`src/rtl/sram_port_arbiter.sv`:
```
// Two-port arbiter in front of a single-ported synchronous SRAM macro.
// Port A is a Wishbone slave window at 0x8000..0xBFFF; port B is a word-addressed requester.
module sram_port_arbiter #(
  parameter int AW = 10
) (
  input  logic          wb_clk_i,
  input  logic          wb_rst_i,
  input  logic          wbs_cyc_i,
  input  logic          wbs_stb_i,
  input  logic          wbs_we_i,
  input  logic [3:0]    wbs_sel_i,
  input  logic [31:0]   wbs_dat_i,
  input  logic [31:0]   wbs_adr_i,
  output logic          wbs_ack_o,
  output logic [31:0]   wbs_dat_o,
  input  logic          b_req,
  input  logic          b_we,
  input  logic [3:0]    b_sel,
  input  logic [AW-1:0] b_adr,
  input  logic [31:0]   b_wdata,
  output logic          b_gnt,
  output logic          b_done,
  output logic [31:0]   b_rdata,
  output logic [AW-1:0] AD,
  output logic [31:0]   DI,
  output logic [31:0]   BEN,
  output logic          EN,
  output logic          R_WB,
  output logic          CLKin,
  input  logic [31:0]   DO,
  output logic          busy
);

  typedef enum logic [1:0] {
    S_IDLE    = 2'd0,
    S_ACCESS  = 2'd1,
    S_CAPTURE = 2'd2,
    S_ACK     = 2'd3
  } state_t;

  state_t        state_q, state_d;
  logic          last_b_q, last_b_d;
  logic          win_b_q, win_b_d;
  logic          aborted_q, aborted_d;
  logic          en_q, en_d;
  logic          rwb_q, rwb_d;
  logic [AW-1:0] ad_q, ad_d;
  logic [31:0]   di_q, di_d;
  logic [31:0]   ben_q, ben_d;
  logic [31:0]   rdata_q, rdata_d;

  logic          a_req;
  logic          grant_a;
  logic          grant_b;
  logic [31:0]   a_ben;
  logic [31:0]   b_ben;
  logic          unused_adr_bits;

  assign a_req = wbs_cyc_i & wbs_stb_i & (wbs_adr_i[15:14] == 2'b10);

  // On a tie the port that did not win last time gets the SRAM.
  assign grant_a = a_req & (~b_req | last_b_q);
  assign grant_b = b_req & (~a_req | ~last_b_q);

  generate
    for (genvar gi = 0; gi < 4; gi++) begin : g_ben
      assign a_ben[8*gi +: 8] = {8{wbs_sel_i[gi]}};
      assign b_ben[8*gi +: 8] = {8{b_sel[gi]}};
    end
  endgenerate

  always_comb begin
    state_d   = state_q;
    last_b_d  = last_b_q;
    win_b_d   = win_b_q;
    aborted_d = aborted_q;
    en_d      = 1'b0;
    rwb_d     = rwb_q;
    ad_d      = ad_q;
    di_d      = di_q;
    ben_d     = ben_q;
    rdata_d   = rdata_q;

    case (state_q)
      S_IDLE: begin
        if (grant_a) begin
          state_d   = S_ACCESS;
          en_d      = 1'b1;
          last_b_d  = 1'b0;
          win_b_d   = 1'b0;
          aborted_d = 1'b0;
          ad_d      = wbs_adr_i[AW+1:2];
          di_d      = wbs_dat_i;
          rwb_d     = ~wbs_we_i;
          ben_d     = wbs_we_i ? a_ben : 32'hFFFF_FFFF;
        end else if (grant_b) begin
          state_d   = S_ACCESS;
          en_d      = 1'b1;
          last_b_d  = 1'b1;
          win_b_d   = 1'b1;
          aborted_d = 1'b0;
          ad_d      = b_adr;
          di_d      = b_wdata;
          rwb_d     = ~b_we;
          ben_d     = b_we ? b_ben : 32'hFFFF_FFFF;
        end
      end
      S_ACCESS: begin
        state_d = S_CAPTURE;
        if (!win_b_q && !wbs_cyc_i) begin
          aborted_d = 1'b1;
        end
      end
      S_CAPTURE: begin
        state_d = S_ACK;
        if (!win_b_q && !wbs_cyc_i) begin
          aborted_d = 1'b1;
        end
        if (rwb_q) begin
          rdata_d = DO;
        end
      end
      S_ACK: begin
        state_d = S_IDLE;
      end
      default: begin
        state_d = S_IDLE;
      end
    endcase
  end

  always_ff @(posedge wb_clk_i) begin
    if (wb_rst_i) begin
      state_q   <= S_IDLE;
      last_b_q  <= 1'b1;
      win_b_q   <= 1'b0;
      aborted_q <= 1'b0;
      en_q      <= 1'b0;
      rwb_q     <= 1'b1;
      ad_q      <= '0;
      di_q      <= '0;
      ben_q     <= '0;
      rdata_q   <= '0;
    end else begin
      state_q   <= state_d;
      last_b_q  <= last_b_d;
      win_b_q   <= win_b_d;
      aborted_q <= aborted_d;
      en_q      <= en_d;
      rwb_q     <= rwb_d;
      ad_q      <= ad_d;
      di_q      <= di_d;
      ben_q     <= ben_d;
      rdata_q   <= rdata_d;
    end
  end

  // A Wishbone master that has walked away never sees a stray acknowledge.
  assign wbs_ack_o = (state_q == S_ACK) & ~win_b_q & ~aborted_q & wbs_cyc_i & ~wb_rst_i;
  assign b_done    = (state_q == S_ACK) & win_b_q & ~wb_rst_i;
  assign b_gnt     = (state_q == S_IDLE) & grant_b & ~wb_rst_i;
  assign busy      = (state_q != S_IDLE);

  assign wbs_dat_o = rdata_q;
  assign b_rdata   = rdata_q;

  assign AD    = ad_q;
  assign DI    = di_q;
  assign BEN   = ben_q;
  assign EN    = en_q;
  assign R_WB  = rwb_q;
  assign CLKin = wb_clk_i;

  assign unused_adr_bits = ^wbs_adr_i;

endmodule

```
`config.mk`:
```
export PLATFORM = sky130hd
export DESIGN_NAME = sram_port_arbiter
export DESIGN_NICKNAME = d
export VERILOG_FILES = /design/src/rtl/sram_port_arbiter.sv
export SDC_FILE = /design/constraint.sdc
export NUM_CORES = 1
export LEC_CHECK = 0
export ABC_AREA = 0
export CORE_AREA = 2 2 117 119
export DETAILED_ROUTE_END_ITERATION = 12
export DIE_AREA = 0 0 119 121
export HOLD_SLACK_MARGIN = 0.12
export PLACE_DENSITY_LB_ADDON = 0.05
export SYNTH_ARGS = -nofsm -noshare
export SYNTH_HDL_FRONTEND = slang
export SYNTH_SLANG_ARGS = --single-unit
```
`constraint.sdc`:
```
create_clock -name wb_clk_i -period 3.7 [get_ports wb_clk_i]
set_clock_uncertainty 0.1 [all_clocks]
set_input_delay 0.74 -clock wb_clk_i [delete_from_list [all_inputs] [get_ports wb_clk_i]]
set_output_delay 0.74 -clock wb_clk_i [all_outputs]
set_load 0.005 [all_outputs]
```
==> results.md <==
Run status:
- The run finished with clean final reports.

Floorplanning:
- The die extent in x is 119 µm.
- The die covers 14400 µm².
- The die is 121 µm tall.
- The floorplan has 42 rows.
- The initial utilization of the core area, before any placement, comes to 0.315.
- 298 I/O pins were placed.
- The floorplan step defined a core boundary enclosing 13100 µm².

Global route:
- For met1 alone, demand over resource in global routing was 0.189.
- The first global-routing pass estimated 19900 µm of wire.
- In the global route stage, met3 resource usage came out at 0.0672.
- The most heavily used metal layer in global routing is met2.
- The met2 track demand over resource is 0.309.
- The via count of the first global-routing pass is 3869.
- The initial antenna violation count is 0.
- The all-layer global routing usage is 0.177.
- The total congestion overflow is 0.
- The largest net degree at the start of global routing is 65.

Placement:
- Routability-driven placement finished with a final weighted congestion of 0.723.
- Including well taps, the total number of placed cells is 865.
- The count of buffers inserted at the top-level ports is 277.
- Once detailed placement completed, the half-perimeter wirelength came to 9270 µm.
- The placed instance area is 6530 µm².

Route:
- For this run, design rule violations remaining after detail routing come to 0.
- The starting DRC count in detailed routing is 199.
- In the routed layout, each cell is associated on average with a via count of 4.56.
- The post-route antenna net violation count is 0.
- The total iterations of the first detailed-routing run is 4.
- For this block, the routed nets add up to 12800 µm of wire.
- Across all layers, the routed design uses 4023 vias.
- Dividing the detail-routed wire length by the instance count gives 14.5 µm.

Yosys:
- The register bit total from synthesis is 85.
- Counting instances in the post-synthesis netlist gives the leading cell types as 150 x nand2_1, 85 x dfxtp_1, 68 x buf_4.
- The share of the synthesized area in the top cell type is 0.413.
- The fraction of synthesis flops using an asynchronous set or reset pin is 0.
- During synthesis, Yosys emitted a total of 0 warnings.
- The number of nets in the synthesized netlist is 661.
- The synthesized design contains 0 enable-type register cells.
- Summing every instance area after synthesis gives 4120 µm².
- The cell with the most instances after synthesis is nand2_1.
- Summed over all instances, the cell type with the most area after synthesis is dfxtp_1.
- Sorting the synthesized cells by area gives the leading types as dfxtp_1 41%, nand2_1 14%, buf_4 12%.
- Synthesis produced 504 cells.
- Synthesis instantiated 32 different standard cells from the library.
- For this run, the register share of the synthesized area comes to 0.413.
- The average instance area after synthesis is 8.17 µm².
- The commonest register cell after synthesis is dfxtp_1.

Critical path:
- The dominant delay contributor by cell family on the critical path is buffers and inverters.
- The data required time of the worst path is 2860 ps.
- The worst setup path category is clock port to output port.
- The launch point of the worst reg-to-reg path is state_q[0].
- For the worst setup path, the data arrival time is 2530 ps.
- The cell with the biggest individual delay on the critical path is clkdlybuf4s50_1.
- STA classifies the critical path startpoint as a clock port.
- The most numerous cell type found on the critical path is clkbuf_16.
- The sort of element at the end of the critical path is an output port.
- The number of buffer and inverter instances along the worst setup path is 3.
- Traced cell by cell, the critical path runs through clkbuf_16 > clkbuf_16 > clkdlybuf4s50_1.
- The critical path starts at wb_clk_i.
- The maximum cell stage delay along the critical path is 430 ps.
- The maximum fanout count along the critical path is 2.

Power:
- The fraction of power spent switching nets is 0.291.
- The power per unit of standard cell area is 610 nW/µm².
- In this run the static leakage power is 0.00251 µW.
- Of the total power, the clock network draws 0.298.
- The share of total power dissipated in combinational logic is 0.394.
- The internal power of the cells totals 3010 µW.
- The relative contribution of sequential cells to total power is 0.308.
- Across the VDD grid, the largest voltage drop is 0.000306 V.
- The net switching component of the power is 1230 µW.

CTS:
- The CTS tree is done.
- The buffers inserted during post-CTS setup optimization is 0.
- Clock-pin slew was measured on the worst setup and hold paths at 60 ps.
- The quantity of hold-fixing buffers added after cts is 0.
- The clock reaches the later pin of the worst-skew pair after 450 ps.
- The number of gates resized after CTS was 0.

STA:
- Setup repair after global routing left no endpoint under its margin.
- Final hold analysis gives a worst-case slack of 371 ps.
- The number of pins exceeding their max-slew limit in the final report is 0.
- Setup total negative slack on the finished layout was measured at 0 ps.
- In this run the tightest slew margin relative to its limit is 0.245.
- The hold violation total from the final report came to 0.
- For the pin with the worst max-slew slack, the measured transition is 1130 ps.
- Setup violations remaining at the end of the flow were counted as 0.

Cells and area:
- At the end of the flow, the number of nets in the layout was 860.
- Of the cells placed in the final design, the portion with a size suffix greater than 1 is 0.0680.
- Across the whole layout, storage elements account for 1700 µm².
- 0 antenna diodes ended up in the layout.
- The number of filler cells placed in the layout is 1219.
- In the final layout, the multi-input gates occupy 1770 µm².
- The final non-filler cell area is 6950 µm².
- The filler-free cell count of the finished design is 882.
- The area growth from synthesis to layout is 68.8%.

Worst hold path:
- The hold path startpoint is b_rdata[24].
- The worst hold path class is register to register.

Flow run:
- The reported max-cap violation count is 0.
## power by group through the flow
stage	registers [µW]	clock network [µW]	logic (µW)
global placement	1310	22.8	1680
finish	1300	1260	1670
detailed placement	1330	22.8	1700
floorplan	1330	17.5	882
global route	1340	1340	1830
CTS	1310	1300	1710
## layer usage
| metal | wire (µm) | vias to the layer above |
|---|---|---|
| met1 | 5010 | 1801 |
| met5 | 0 | - |
| met4 | 350 | 0 |
| met2 | 6350 | 165 |
| met3 | 1110 | 24 |
| li1 | - | 2033 |
## through the flow
stage | power (µW) | setup WS [ps] | utilization
4_1_cts | 4320 | 318 | 0.531
6_report | 4240 | 330 | 0.531
3_3_place_gp | 3010 | 542 | 0.499
3_5_place_dp | 3050 | 527 | 0.499
2_1_floorplan | 2230 | 899 | -
5_1_grt | 4500 | 313 | 0.531
## state kept, by name (all words and copies together), names as in the netlist
signal	cells
win_b_q	1
state_q	2
aborted_q	1
DI	32
R_WB	1
BEN	4
EN	1
last_b_q	1
AD	10
b_rdata	32
## cells by family after synthesis
kind of cell             Yosys count  share of synthesized area
adder cells (fa/ha/maj)            4                     0.0122
multiplexers                       1                    0.00243
AND/OR/NAND/NOR                  221                      0.222
buffers and inverters            102                      0.163
AO/OA/AOI/OAI                     91                      0.187
flip-flops                        85                      0.413
## worst paths after layout
kind            endpoint  slack (ps)  depth (start not counted)
min reg2reg  b_rdata[24]         370                          2
min          b_rdata[24]         370                          2
max                CLKin         330                          3
max reg2reg  b_rdata[15]        1660                          5
## cell type report
cell class                 instances  share of cell area
inverter                           5             0.00270
clock buffer                      13              0.0446
tap                              176              0.0317
clock inverter                     5              0.0180
timing repair buffer             281               0.404
multi-input combinational        317               0.254
sequential                        85               0.245
## worst register-to-register path, cell delays in order, from the launching register on
cell and delay [ps]:
dfxtp_1 320, inv_1 100, ha_1 200, and2_1 890, nand2_1 190, a21oi_1 170
## placed cells by master (no fill, tap or decap)
cell type and instances:
a211oi_1 3, a21oi_1 34, a21oi_4 1, a2bb2oi_1 1
a311oi_1 22, a311oi_2 20, a31oi_1 1, and2_1 1
and3b_1 1, and4b_1 1, and4b_4 1, buf_12 1
buf_4 5, bufinv_16 4, clkbuf_16 12, clkdlybuf4s50_1 276
clkinv_2 1, dfxtp_1 85, ha_1 4, inv_1 5
mux2i_1 1, nand2_1 150, nand2b_1 2, nand3_1 1
nand3b_1 4, nand4b_1 1, nor2_1 48, nor3_1 2
nor3b_1 8, o21a_2 1, o21ai_1 1, o21ai_4 1
o22ai_1 1, o31ai_1 5, or2_2 1
Note: power is estimated with default switching activity, not from simulation.
